### src/rtl/run_sequencer.sv
`default_nettype none
// ============================================================================
//  Module      : run_sequencer
//  Description : Host-side run controller for a core with start/done pins.
//                For each accepted command it loads a byte image into data
//                memory, releases the core and counts cycles until done or
//                timeout, then drains a result window out of data memory.
//  Revision    : 1.0  initial release
// ============================================================================
module run_sequencer #(
    parameter int AW        = 8,
    parameter int CW        = 16,
    parameter int TIMEOUT   = 4096,
    parameter int LOAD_BASE = 0,
    parameter int RES_BASE  = 0
) (
    input  logic          clk,
    input  logic          start,
    input  logic          go,
    input  logic [AW-1:0] load_len,
    input  logic [AW-1:0] res_len,
    input  logic [7:0]    in_data,
    input  logic          in_valid,
    output logic          in_ready,
    output logic          mem_sel,
    output logic [AW-1:0] mem_addr,
    output logic [7:0]    mem_wdata,
    output logic          mem_we,
    input  logic [7:0]    mem_rdata,
    output logic          core_start,
    input  logic          core_done,
    output logic [7:0]    out_data,
    output logic          out_valid,
    input  logic          out_ready,
    output logic          busy,
    output logic [CW-1:0] cycles,
    output logic          timeout
);

    // ------------------------------------------------------------------------
    // Constants
    // ------------------------------------------------------------------------
    localparam logic [1:0] c_IDLE  = 2'd0;
    localparam logic [1:0] c_LOAD  = 2'd1;
    localparam logic [1:0] c_RUN   = 2'd2;
    localparam logic [1:0] c_DRAIN = 2'd3;

    localparam logic [AW-1:0] c_LOAD_BASE = AW'(LOAD_BASE);
    localparam logic [AW-1:0] c_RES_BASE  = AW'(RES_BASE);
    localparam logic [AW-1:0] c_ONE       = AW'(1);
    localparam logic [CW-1:0] c_CYC_ONE   = CW'(1);
    // Cycle count value seen on the last permitted RUN cycle.
    localparam logic [CW-1:0] c_TMO_LAST  = CW'(TIMEOUT - 1);

    // ------------------------------------------------------------------------
    // State and datapath registers
    // ------------------------------------------------------------------------
    logic [1:0]    r_state;
    logic [1:0]    w_next_state;
    logic [AW-1:0] r_ptr;
    logic [AW-1:0] r_cnt;
    logic [AW-1:0] r_load_len;
    logic [AW-1:0] r_res_len;
    logic [CW-1:0] r_cycles;
    logic          r_timeout;

    // ------------------------------------------------------------------------
    // Handshake and exit qualifiers
    // ------------------------------------------------------------------------
    logic w_go_accept;
    logic w_load_xfer;
    logic w_load_last;
    logic w_drain_xfer;
    logic w_drain_last;
    logic w_run_tmo;
    logic w_run_exit;
    logic w_drain_skip;

    // Go only counts in IDLE, so a strobe while busy is dropped.
    assign w_go_accept  = (r_state == c_IDLE) && go;
    assign w_load_xfer  = (r_state == c_LOAD) && in_valid;
    // The current transfer is the final byte when cnt+1 reaches the length.
    assign w_load_last  = ((r_cnt + c_ONE) == r_load_len);
    assign w_drain_xfer = (r_state == c_DRAIN) && out_ready;
    assign w_drain_last = ((r_cnt + c_ONE) == r_res_len);
    // Done has priority over the timeout when both land on the same cycle.
    assign w_run_tmo    = (r_state == c_RUN) && !core_done && (r_cycles == c_TMO_LAST);
    assign w_run_exit   = (r_state == c_RUN) && (core_done || (r_cycles == c_TMO_LAST));
    assign w_drain_skip = (r_res_len == '0);

    // State register with synchronous reset back to IDLE.
    always_ff @(posedge clk) begin
        if (start) begin
            r_state <= c_IDLE;
        end else begin
            r_state <= w_next_state;
        end
    end

    // Next-state decode.
    always_comb begin
        w_next_state = r_state;
        case (r_state)
            c_IDLE: begin
                if (go) begin
                    w_next_state = (load_len != '0) ? c_LOAD : c_RUN;
                end
            end
            c_LOAD: begin
                if (w_load_xfer && w_load_last) begin
                    w_next_state = c_RUN;
                end
            end
            c_RUN: begin
                if (w_run_exit) begin
                    w_next_state = w_drain_skip ? c_IDLE : c_DRAIN;
                end
            end
            c_DRAIN: begin
                if (w_drain_xfer && w_drain_last) begin
                    w_next_state = c_IDLE;
                end
            end
            default: begin
                w_next_state = c_IDLE;
            end
        endcase
    end

    // Pointer, counter, latched lengths and run statistics.
    always_ff @(posedge clk) begin
        if (start) begin
            r_ptr      <= '0;
            r_cnt      <= '0;
            r_load_len <= '0;
            r_res_len  <= '0;
            r_cycles   <= '0;
            r_timeout  <= 1'b0;
        end else begin
            if (w_go_accept) begin
                // Lengths are frozen here; later input changes are ignored.
                r_load_len <= load_len;
                r_res_len  <= res_len;
                r_cycles   <= '0;
                r_timeout  <= 1'b0;
                r_ptr      <= c_LOAD_BASE;
                r_cnt      <= '0;
            end

            if (w_load_xfer || w_drain_xfer) begin
                // Pointer wraps naturally at 2**AW.
                r_ptr <= r_ptr + c_ONE;
                r_cnt <= r_cnt + c_ONE;
            end

            if (r_state == c_RUN) begin
                // The timeout cycle itself is not added to the count.
                if (w_run_tmo) begin
                    r_timeout <= 1'b1;
                end else begin
                    r_cycles <= r_cycles + c_CYC_ONE;
                end
                if (w_run_exit) begin
                    r_ptr <= c_RES_BASE;
                    r_cnt <= '0;
                end
            end
        end
    end

    // Output decode from registered state.
    always_comb begin
        in_ready   = 1'b0;
        mem_sel    = 1'b1;
        mem_addr   = r_ptr;
        mem_wdata  = in_data;
        mem_we     = 1'b0;
        core_start = 1'b1;
        out_data   = 8'd0;
        out_valid  = 1'b0;
        busy       = 1'b1;
        case (r_state)
            c_IDLE: begin
                busy = 1'b0;
            end
            c_LOAD: begin
                in_ready = 1'b1;
                mem_we   = in_valid;
            end
            c_RUN: begin
                core_start = 1'b0;
                mem_sel    = 1'b0;
            end
            c_DRAIN: begin
                // Address is held by ptr, so out_data is stable under stall.
                out_valid = 1'b1;
                out_data  = mem_rdata;
            end
            default: begin
                busy = 1'b0;
            end
        endcase
    end

    assign cycles  = r_cycles;
    assign timeout = r_timeout;

endmodule
`default_nettype wire

### config.mk
export PLATFORM = sky130hd
export DESIGN_NAME = run_sequencer
export DESIGN_NICKNAME = d
export VERILOG_FILES = /design/src/rtl/run_sequencer.sv
export SDC_FILE = /design/constraint.sdc
export NUM_CORES = 1
export LEC_CHECK = 0
export ABC_CLOCK_PERIOD_IN_PS = 4270
export BUFFER_PORTS_ARGS = -buffer_cell sky130_fd_sc_hd__buf_2
export CAP_MARGIN = 10
export CORE_MARGIN = 2
export CORE_UTILIZATION = 35
export DETAILED_ROUTE_END_ITERATION = 16
export PLACE_DENSITY = 0.56
export SLEW_MARGIN = 20
export SYNTH_ARGS = -nofsm -noshare
export SYNTH_HDL_FRONTEND = slang
export SYNTH_SLANG_ARGS = --single-unit
### constraint.sdc
create_clock -name clk -period 4.27 [get_ports clk]
set_clock_uncertainty 0.1 [all_clocks]
set_input_delay 0.2135 -clock clk [delete_from_list [all_inputs] [get_ports clk]]
set_output_delay 0.2135 -clock clk [all_outputs]
set_load 0.03 [all_outputs]
==> impl_metrics.json, run 1 <==
{
  "r2r_end": "cycles[7]$_SDFF_PP0_",
  "routed_wl_um": 7620,
  "cts_sinks": 51,
  "cts_tree": "built",
  "grt_pass1_wl_um": 12900,
  "numCtsBuffers": 5,
  "path_max_fanout": 13,
  "io_pins": 85,
  "drtPass1Iterations": 4,
  "syn_inst": 383,
  "crit_path_start_kind": "flop",
  "hold_path_class": "in -> reg",
  "globalplace.congestion": 0.839,
  "cts_buffer_depth": 2,
  "ff2ff_setup_slack_ns": 1.74,
  "nets": 468,
  "syn-mean-instance-area_um2": 7.72,
  "path_buf_inv": 0,
  "core_um2": 8220,
  "max-slew-margin-rel_pct": 33.6,
  "path_cells": "or4_4 > nor4_4 > a21o_1 > or3_1 > mux2_2 > nor2_1",
  "cts_setup_buffers": 0,
  "fin_crit_sh_pct": 59.3,
  "crit_required_ns": 4.41,
  "wire_per_inst_um": 14.3,
  "rows": 33,
  "crit_cells": 6,
  "clkSlewWorstSetupHoldPaths_ns": 0.10,
  "ys_ff_latch": 51,
  "hold_violations": 0,
  "crit_start": "cycles[13]$_SDFF_PP0_",
  "setup_tns_ns": 0,
  "clk_latency_ns": 0.31,
  "htreeDepth": 2,
  "place_inst": 525,
  "hold_buffers": 0,
  "fill_cells": 868,
  "p_per_area_nw_per_um2": 288,
  "end_kind": "flop",
  "r2r_cells": 6,
  "start_util_pct": 36.0,
  "maxCapViolations": 0,
  "yosys.area.top_type": "dfxtp_1",
  "clkPwrFrac_pct": 36.9,
  "tightest_slew_ns": 0.994,
  "pwr-share-comb_pct": 11.7,
  "rsz0062_at_grt": "no",
  "period_needed_ns": 2.53,
  "timing.rr.start": "cycles[13]$_SDFF_PP0_",
  "vias": 2782,
  "fp.dieW_um": 95.9,
  "crit_type": "reg -> reg",
  "async_flop_share_pct": 0,
  "hpwlAfterDp_um": 5700,
  "power_frac_seq_pct": 51.4,
  "synth_edf_count": 0,
  "antenna_found_initial": 0,
  "crit_path_max_incr_delay_ns": 0.56,
  "portBuffers": 68,
  "synth_top_area_share_pct": 34.5,
  "drv_slew": 0,
  "drive_gt1_share_pct": 22.4,
  "stdcell_count": 533,
  "ys_seq_area_share_pct": 34.5,
  "sw_frac_of_total_pct": 25.9,
  "first_global_vias": 2669,
  "final_cell_mix": "buf_2 (68), nand2_1 (57), dfxtp_1 (51)",
  "ctsRootBufferMaster": "clkbuf_8",
  "switchingPower_uw": 253,
  "grt-ovfl-total": 0,
  "final-seq-area_um2": 1020,
  "vdd_drop_max_uv": 138,
  "synthFlopType": "dfxtp_1",
  "grtUsageTotal_pct": 17.7,
  "synthToLayoutAreaGrowth_pct": 14.8,
  "postRouteAntennaNets": 0,
  "multi_input_area_um2": 1750,
  "cp.arrival_ns": 2.67,
  "die_height_um": 95.9,
  "finalSetupViolCount": 0,
  "endpoint": "cycles[7]$_SDFF_PP0_",
  "drc": 0,
  "critPathSlowestCell": "or4_4",
  "die_area_um2": 9200,
  "diodes": 0,
  "synth_warnings": 0,
  "final_common_cell": "buf_2",
  "synthDistinctLibCells": 54,
  "outcome": "finished, final reports clean",
  "via_per_inst": 5.22,
  "power.leakage_nw": 1.38,
  "grt_max_degree": 38,
  "max_freq_ghz": 0.395,
  "cts_resized": 0,
  "critical-path-top-delay-family": "simple AND/OR/NAND/NOR gates",
  "intPower_uw": 725,
  "syn_area_um2": 2960,
  "drt_iter0_drc": 177,
  "syn-num-nets": 424,
  "synth_area_leaders": "dfxtp_1 (35%), nand2_1 (7.2%), a21oi_1 (6.6%), nor2_1 (5.3%), xnor2_1 (4.1%)"
}
[worst reg2reg max path: cells and delay by family (launching register included)]
family | cells | cell delay, ns
AOI/OAI and AO/OA | 1 | 0.41
DFF | 1 | 0.39
muxes | 1 | 0.32
and+or+nand+nor | 4 | 1.24
[how the worst min path moves through the flow]
stage,cells after the start,to,start,slack [ns]
floorplan,2,r_load_len[3]$_SDFFE_PP0P_,load_len[3],0.25
global placement,0,mem_wdata[0],in_data[0],0.33
detailed placement,0,mem_wdata[0],in_data[0],0.33
CTS,3,r_res_len[1]$_SDFFE_PP0P_,res_len[1],0.03
global route,3,r_res_len[0]$_SDFFE_PP0P_,res_len[0],0.03
finish,3,r_res_len[1]$_SDFFE_PP0P_,res_len[1],0.03
[cell type report]
type | count | share of cell area, %
Multi-Input combinational cell | 295 | 51.6
Clock inverter | 2 | 1.14
Clock buffer | 6 | 2.43
Sequential cell | 51 | 30.1
Timing Repair Buffer | 70 | 10.5
Tap cell | 105 | 3.87
Inverter | 4 | 0.442
[cell usage after synthesis (2+ instances only)]
cell type,number
buf_4,9
and4_1,3
or2_2,5
nor2_1,42
o211ai_1,2
a21oi_1,39
clkbuf_1,18
a22oi_1,2
nand2_1,57
nor4_1,7
or3_1,5
a2111oi_0,2
xor2_1,8
nand4_1,7
and3_1,12
a31oi_1,4
nand2b_1,7
nand3b_1,4
mux2i_1,2
a21o_1,4
o211a_1,2
nand3_1,12
and2_1,6
xnor2_1,14
or3b_2,2
o32ai_1,2
nor3_1,7
ha_1,3
inv_1,4
o21bai_1,2
mux2_2,5
buf_2,4
dfxtp_1,51
o21ai_0,10
[per-stage QoR]
stage               utilization [%]  hold slack [ns]  area, µm²  setup slack (ns)  total power, mW
detailed placement             39.9            0.327       3270              1.76            0.630
global placement               39.9            0.327       3270              1.83            0.630
global route                   41.3           0.0344       3400              1.53             1.03
floorplan                         -            0.249       2960              2.01            0.603
finish                         41.3           0.0298       3400              1.74            0.979
CTS                            41.3           0.0252       3400              1.74            0.994
[per-layer routing]
layer  up-vias  wire [µm]  track usage [%]
met5         -          0                0
met4         0         97             3.93
met3         9        271             3.29
met2        55       3720             30.8
met1      1299       3540             22.9
li1       1419          -                -
[flip-flops by register name (all words and copies together), names as in the netlist]
name,count
cycles,16
mem_addr,8
r_cnt,8
r_load_len,8
r_res_len,8
r_state,2
timeout,1
[power by group through the flow]
stage / logic (mW) / clock network, mW / registers, mW
2_1_floorplan: 0.0956 / 0 / 0.508
3_3_place_gp: 0.116 / 0 / 0.515
3_5_place_dp: 0.116 / 0 / 0.515
4_1_cts: 0.116 / 0.374 / 0.504
5_1_grt: 0.129 / 0.392 / 0.506
6_report: 0.114 / 0.361 / 0.503
[kinds of logic after synthesis]
| kind of cell | after synthesis | synth area share [%] |
|---|---|---|
| simple gates | 182 | 31.2 |
| compound gates | 79 | 16.6 |
| flops | 51 | 34.5 |
| buf+inv | 37 | 6.26 |
| xor+xnor | 23 | 7.28 |
| mux | 7 | 2.58 |
| fa+ha+maj | 4 | 1.61 |
Note: power is estimated with default switching activity, not from simulation.
==> inputs of run 2 (changes only) <==
ABC_AREA = 1   (was default)
ABC_CLOCK_PERIOD_IN_PS = 2500   (was 4270)
PLACE_DENSITY = 0.55   (was 0.56)
clock period = 2.5 ns   (was 4.27 ns; I/O delays follow)
==> impl_metrics.json, run 2 <==
{
  "outcome": "complete, but fails checks",
  "violations": "hold timing",
  "setup_tns_ns": 0,
  "end_kind": "flop",
  "critical-path-top-delay-family": "simple AND/OR/NAND/NOR gates",
  "largest_register_ffs": 16,
  "numCtsBuffers": 5,
  "synth_most_common_cell": "nand2_1",
  "path_cells": "ha_1 > nand2_1 > inv_1 > nand3_2 > nor2_1 > nand2_1 > nand2_1 > nand2_1 > nand2_1 > a2111oi_0",
  "crit_required_ns": 2.59,
  "multi_input_area_um2": 1620,
  "cts_resized": 0,
  "drive_gt1_share_pct": 19.8,
  "grt_max_degree": 53,
  "cts_setup_buffers": 0,
  "place_inst": 604,
  "final_cell_mix": "nand2_1 (79), buf_2 (68), nor2_1 (60)",
  "p_per_area_nw_per_um2": 729,
  "clkSlewWorstSetupHoldPaths_ns": 0.10,
  "hold_buffers": 3,
  "hpwlAfterDp_um": 5790,
  "cp.arrival_ns": 2.21,
  "final_common_cell": "nand2_1",
  "ys_seq_area_share_pct": 33.9,
  "synth_edf_count": 0,
  "crit_type": "reg -> reg",
  "rsz0062_at_grt": "no",
  "tightest_slew_ns": 0.560,
  "synth_top_family_by_area": "simple AND/OR/NAND/NOR gates",
  "synth_area_leaders": "dfxtp_1 (34%), nand2_1 (9.8%), nand3_1 (8.5%), nor2_1 (7.5%), inv_1 (6.6%)",
  "grtUsageTotal_pct": 16.9,
  "first_global_vias": 2773,
  "holdWs_ns": -0.000858,
  "drc": 0,
  "synth_common_cells": "nand2_1 (79), nor2_1 (60), inv_1 (53), dfxtp_1 (51), nand3_1 (51)",
  "ctsRootBufferMaster": "clkbuf_8",
  "drv_slew": 0,
  "syn-num-nets": 493,
  "max-slew-margin-rel_pct": 62.6,
  "yosys.area.top_type": "dfxtp_1",
  "diodes": 0,
  "nets": 550,
  "period_needed_ns": 2.12,
  "syn-mean-instance-area_um2": 6.67,
  "ys_ff_latch": 51,
  "routed_wl_um": 7770,
  "portBuffers": 68,
  "synth_compound_area_share_pct": 14.3,
  "syn_area_um2": 3010,
  "vdd_drop_max_uv": 294,
  "start_util_pct": 36.3,
  "globalplace.congestion": 0.875,
  "finalSetupViolCount": 0,
  "fin_crit_sh_pct": 84.8,
  "maxCapViolations": 0,
  "fp.dieW_um": 96.8,
  "wire_per_inst_um": 12.6,
  "cts_tree": "built",
  "cpMostUsedCell": "nand2_1",
  "yosys.area_share.simple_pct": 33.3,
  "drtPass1Iterations": 5,
  "hold_path_class": "in -> reg",
  "core_um2": 8300,
  "synthMuxAreaShare_pct": 0,
  "rows": 33,
  "htreeDepth": 2,
  "critPathSlowestCell": "a2111oi_0",
  "via_per_inst": 4.96,
  "synthToLayoutAreaGrowth_pct": 15.7,
  "max_freq_ghz": 0.472,
  "vias": 3051,
  "synthDistinctLibCells": 38,
  "async_flop_share_pct": 0,
  "synth_xor_xnor_area_share_pct": 4.94,
  "syn_inst": 452,
  "die_height_um": 96.8,
  "synth_top_area_share_pct": 33.9,
  "synthFlopType": "dfxtp_1",
  "crit_path_max_incr_delay_ns": 0.41,
  "grt_pass1_wl_um": 13400,
  "path_buf_inv": 1,
  "postRouteAntennaNets": 0,
  "path_max_fanout": 16,
  "power.leakage_nw": 1.61,
  "drt_iter0_drc": 151,
  "hold_violations": 1,
  "fill_cells": 908,
  "synth_fa_ha_area_share_pct": 1.25,
  "grt-ovfl-total": 0,
  "stdcell_count": 615,
  "cts_sinks": 51,
  "synth_warnings": 0,
  "cts_buffer_depth": 2,
  "clk_latency_ns": 0.31,
  "antenna_found_initial": 0,
  "crit_path_start_kind": "flop",
  "final-seq-area_um2": 1020,
  "die_area_um2": 9370,
  "io_pins": 85
}
## run 2: per-layer routing
| layer | vias to the layer above | GRT usage [%] | share of wire, % |
|---|---|---|---|
| met5 | - | 0 | 0 |
| li1 | 1577 | - | - |
| met4 | 0 | 3.90 | 0.98 |
| met1 | 1375 | 24.7 | 51 |
| met3 | 10 | 3.32 | 6.1 |
| met2 | 89 | 25.7 | 42 |
## run 2: cell families (layout without fill, tap and decap cells)
family | count (synthesis) | count (layout)
simple gates | 218 | 218
buf+inv | 84 | 142
compound gates | 79 | 79
flops | 51 | 51
xor+xnor | 17 | 17
fa+ha+maj | 3 | 3
## run 2: cell type report
class / count / area share [%]
Clock buffer: 5 / 1.97
Clock inverter: 3 / 0.682
Inverter: 59 / 6.39
Multi-Input combinational cell: 317 / 46.4
Sequential cell: 51 / 29.3
Tap cell: 105 / 3.77
Timing Repair Buffer: 75 / 11.5
## run 2: final timing paths
kind                                            from                   endpoint  slack, ns  depth (start not counted)
worst max register to register  cycles[0]$_SDFF_PP0_        r_cnt[4]$_SDFF_PP0_       0.38                         10
worst min-delay path                      res_len[6]  r_res_len[6]$_SDFFE_PP0P_    -0.0009                          3
worst min register to register    timeout$_SDFF_PP0_         timeout$_SDFF_PP0_       0.38                          2
worst max-delay path            cycles[0]$_SDFF_PP0_        r_cnt[4]$_SDFF_PP0_       0.38                         10
## run 2: through the flow
stage / instance area [µm²] / total power [mW] / utilization [%] / setup WS (ns)
4_1_cts: 3490 / 2.58 / 42.0 / 0.342
2_1_floorplan: 3010 / 1.82 / - / 0.457
3_3_place_gp: 3360 / 2.06 / 40.5 / 0.453
5_1_grt: 3490 / 2.76 / 42.0 / 0.109
3_5_place_dp: 3360 / 2.06 / 40.5 / 0.360
6_report: 3490 / 2.54 / 42.0 / 0.380
## run 2: tightest hold or removal path: cells and delay by family
family	cells	cell delay [ns]
buffers and inverters	1	0.07
AO/OA/AOI/OAI	2	0.18
## run 2: report_power, final
group | internal [mW] | switching [mW] | leakage (nW)
clock network | 0.201 | 0.307 | 0.0408
registers | 0.929 | 0.109 | 0.415
logic | 0.296 | 0.701 | 1.16
total | 1.43 | 1.12 | 1.61
==> inputs of run 3 (changes only) <==
ABC_CLOCK_PERIOD_IN_PS = 2100   (was 2500)
clock period = 2.1 ns   (was 2.5 ns; I/O delays follow)
==> impl_metrics.json, run 3 (synthesis results as in run 2) <==
{
  "die_area_um2": 9370,
  "wire_per_inst_um": 12.9,
  "outcome": "complete, but fails checks",
  "finalSetupViolCount": 0,
  "vias": 3061,
  "grtUsageTotal_pct": 17.3,
  "cp.arrival_ns": 2.04,
  "setup_slack_ns": 0.191,
  "violations": "hold timing",
  "fin_util_pct": 43.8,
  "ctsRootBufferMaster": "clkbuf_8",
  "clkSlewWorstSetupHoldPaths_ns": 0.11,
  "max_freq_ghz": 0.524,
  "fp.dieW_um": 96.8,
  "end_kind": "flop",
  "hold_violations": 1,
  "diodes": 0,
  "power.leakage_nw": 1.68,
  "maxCapViolations": 0,
  "via_per_inst": 4.88,
  "fill_cells": 887,
  "postRouteAntennaNets": 0,
  "crit_type": "reg -> reg",
  "hpwlAfterDp_um": 6060,
  "crit_path_start_kind": "flop",
  "die_height_um": 96.8,
  "grt_max_degree": 53,
  "max-slew-margin-rel_pct": 60.7,
  "hold_path_class": "in -> reg",
  "final-seq-area_um2": 1020,
  "vdd_drop_max_uv": 452,
  "rows": 33,
  "htreeDepth": 2,
  "antenna_found_initial": 0,
  "drtPass1Iterations": 4,
  "grt-ovfl-total": 0,
  "drive_gt1_share_pct": 22.4,
  "tightest_slew_ns": 0.584,
  "path_max_fanout": 6,
  "drc": 0,
  "path_cells": "ha_1 > nand2_1 > inv_1 > nand3_4 > nor2_4 > nand2_2 > nor3_4 > buf_6 > o21ai_0 > a21oi_1",
  "holdWs_ns": -0.00111,
  "multi_input_area_um2": 1650,
  "fin_crit_sh_pct": 90.9,
  "p_per_area_nw_per_um2": 849,
  "synthToLayoutAreaGrowth_pct": 20.7,
  "drv_slew": 0,
  "routed_wl_um": 8080,
  "cts_buffer_depth": 2,
  "start_util_pct": 36.3,
  "core_um2": 8300,
  "cts_sinks": 51,
  "io_pins": 85,
  "portBuffers": 68,
  "grt_pass1_wl_um": 13700,
  "cts_tree": "built",
  "critPathSlowestCell": "dfxtp_1",
  "globalplace.congestion": 0.856,
  "crit_required_ns": 2.23,
  "numCtsBuffers": 5,
  "crit_path_max_incr_delay_ns": 0.35,
  "largest_register_ffs": 16,
  "nets": 562,
  "clk_latency_ns": 0.31,
  "period_needed_ns": 1.91,
  "first_global_vias": 2809,
  "cts_setup_buffers": 0,
  "final_cell_mix": "nand2_1 (77), buf_2 (68), nor2_1 (57)",
  "final_common_cell": "nand2_1",
  "pre_cts_slack_ns": 0.173,
  "drt_iter0_drc": 148
}
## run 3: repair_timing
| action | in CTS | in global routing |
|---|---|---|
| gates resized for setup | 0 | 14 |
| hold buffers | 8 | 0 |
| endpoints found under the setup margin | 0 | 10 |
| endpoints found under the hold margin | 8 | 0 |
## run 3: layout make-up
cell class / count / area share [%]
clock buffers: 6 / 1.99
repair buffers: 87 / 14.3
multi-input cells: 317 / 45.4
inverters: 59 / 6.12
well taps: 105 / 3.61
flip-flops and latches: 51 / 28.2
clock inverters: 2 / 0.447
## run 3: stage by stage
step	setup TNS, ns	hold WS, ns	std cells	instance area (µm²)	power, mW
after detailed placement	0	0.110	611	3430	2.50
final	0	-0.00111	627	3640	3.09
after floorplan	0	0.172	452	3010	2.17
after global placement	0	0.110	611	3430	2.50
after global routing	-0.00866	0.0227	627	3640	3.33
after CTS	0	0.00107	627	3600	3.11
## run 3: worst max-delay path, delay by kind of cell (launching register included)
family / cells / cell delay (ns)
and+or+nand+nor: 5 / 0.72
adders and majority gates: 1 / 0.16
DFF: 1 / 0.35
buffers and inverters: 2 / 0.29
AOI/OAI and AO/OA: 2 / 0.21
## run 3: worst paths after layout
path,from,endpoint,slack (ns),depth (start not counted)
min reg2reg,r_load_len[0]$_SDFFE_PP0P_,r_load_len[0]$_SDFFE_PP0P_,0.38,2
max,cycles[1]$_SDFF_PP0_,cycles[11]$_SDFF_PP0_,0.19,10
min,load_len[2],r_load_len[2]$_SDFFE_PP0P_,-0.001,3
max reg2reg,cycles[1]$_SDFF_PP0_,cycles[11]$_SDFF_PP0_,0.19,10
## run 3: report_power, final
group	internal (mW)	switching [mW]	leakage (nW)
sequential	1.11	0.116	0.417
clock	0.240	0.353	0.0418
combinational	0.392	0.878	1.22
## run 3: per-layer routing
metal | wire length (µm) | up-vias | global-route usage [%]
met1 | 4220 | 1375 | 26.0
li1 | - | 1597 | -
met5 | 0 | - | 0
met4 | 67 | 0 | 3.68
met3 | 385 | 11 | 2.96
met2 | 3410 | 78 | 25.9
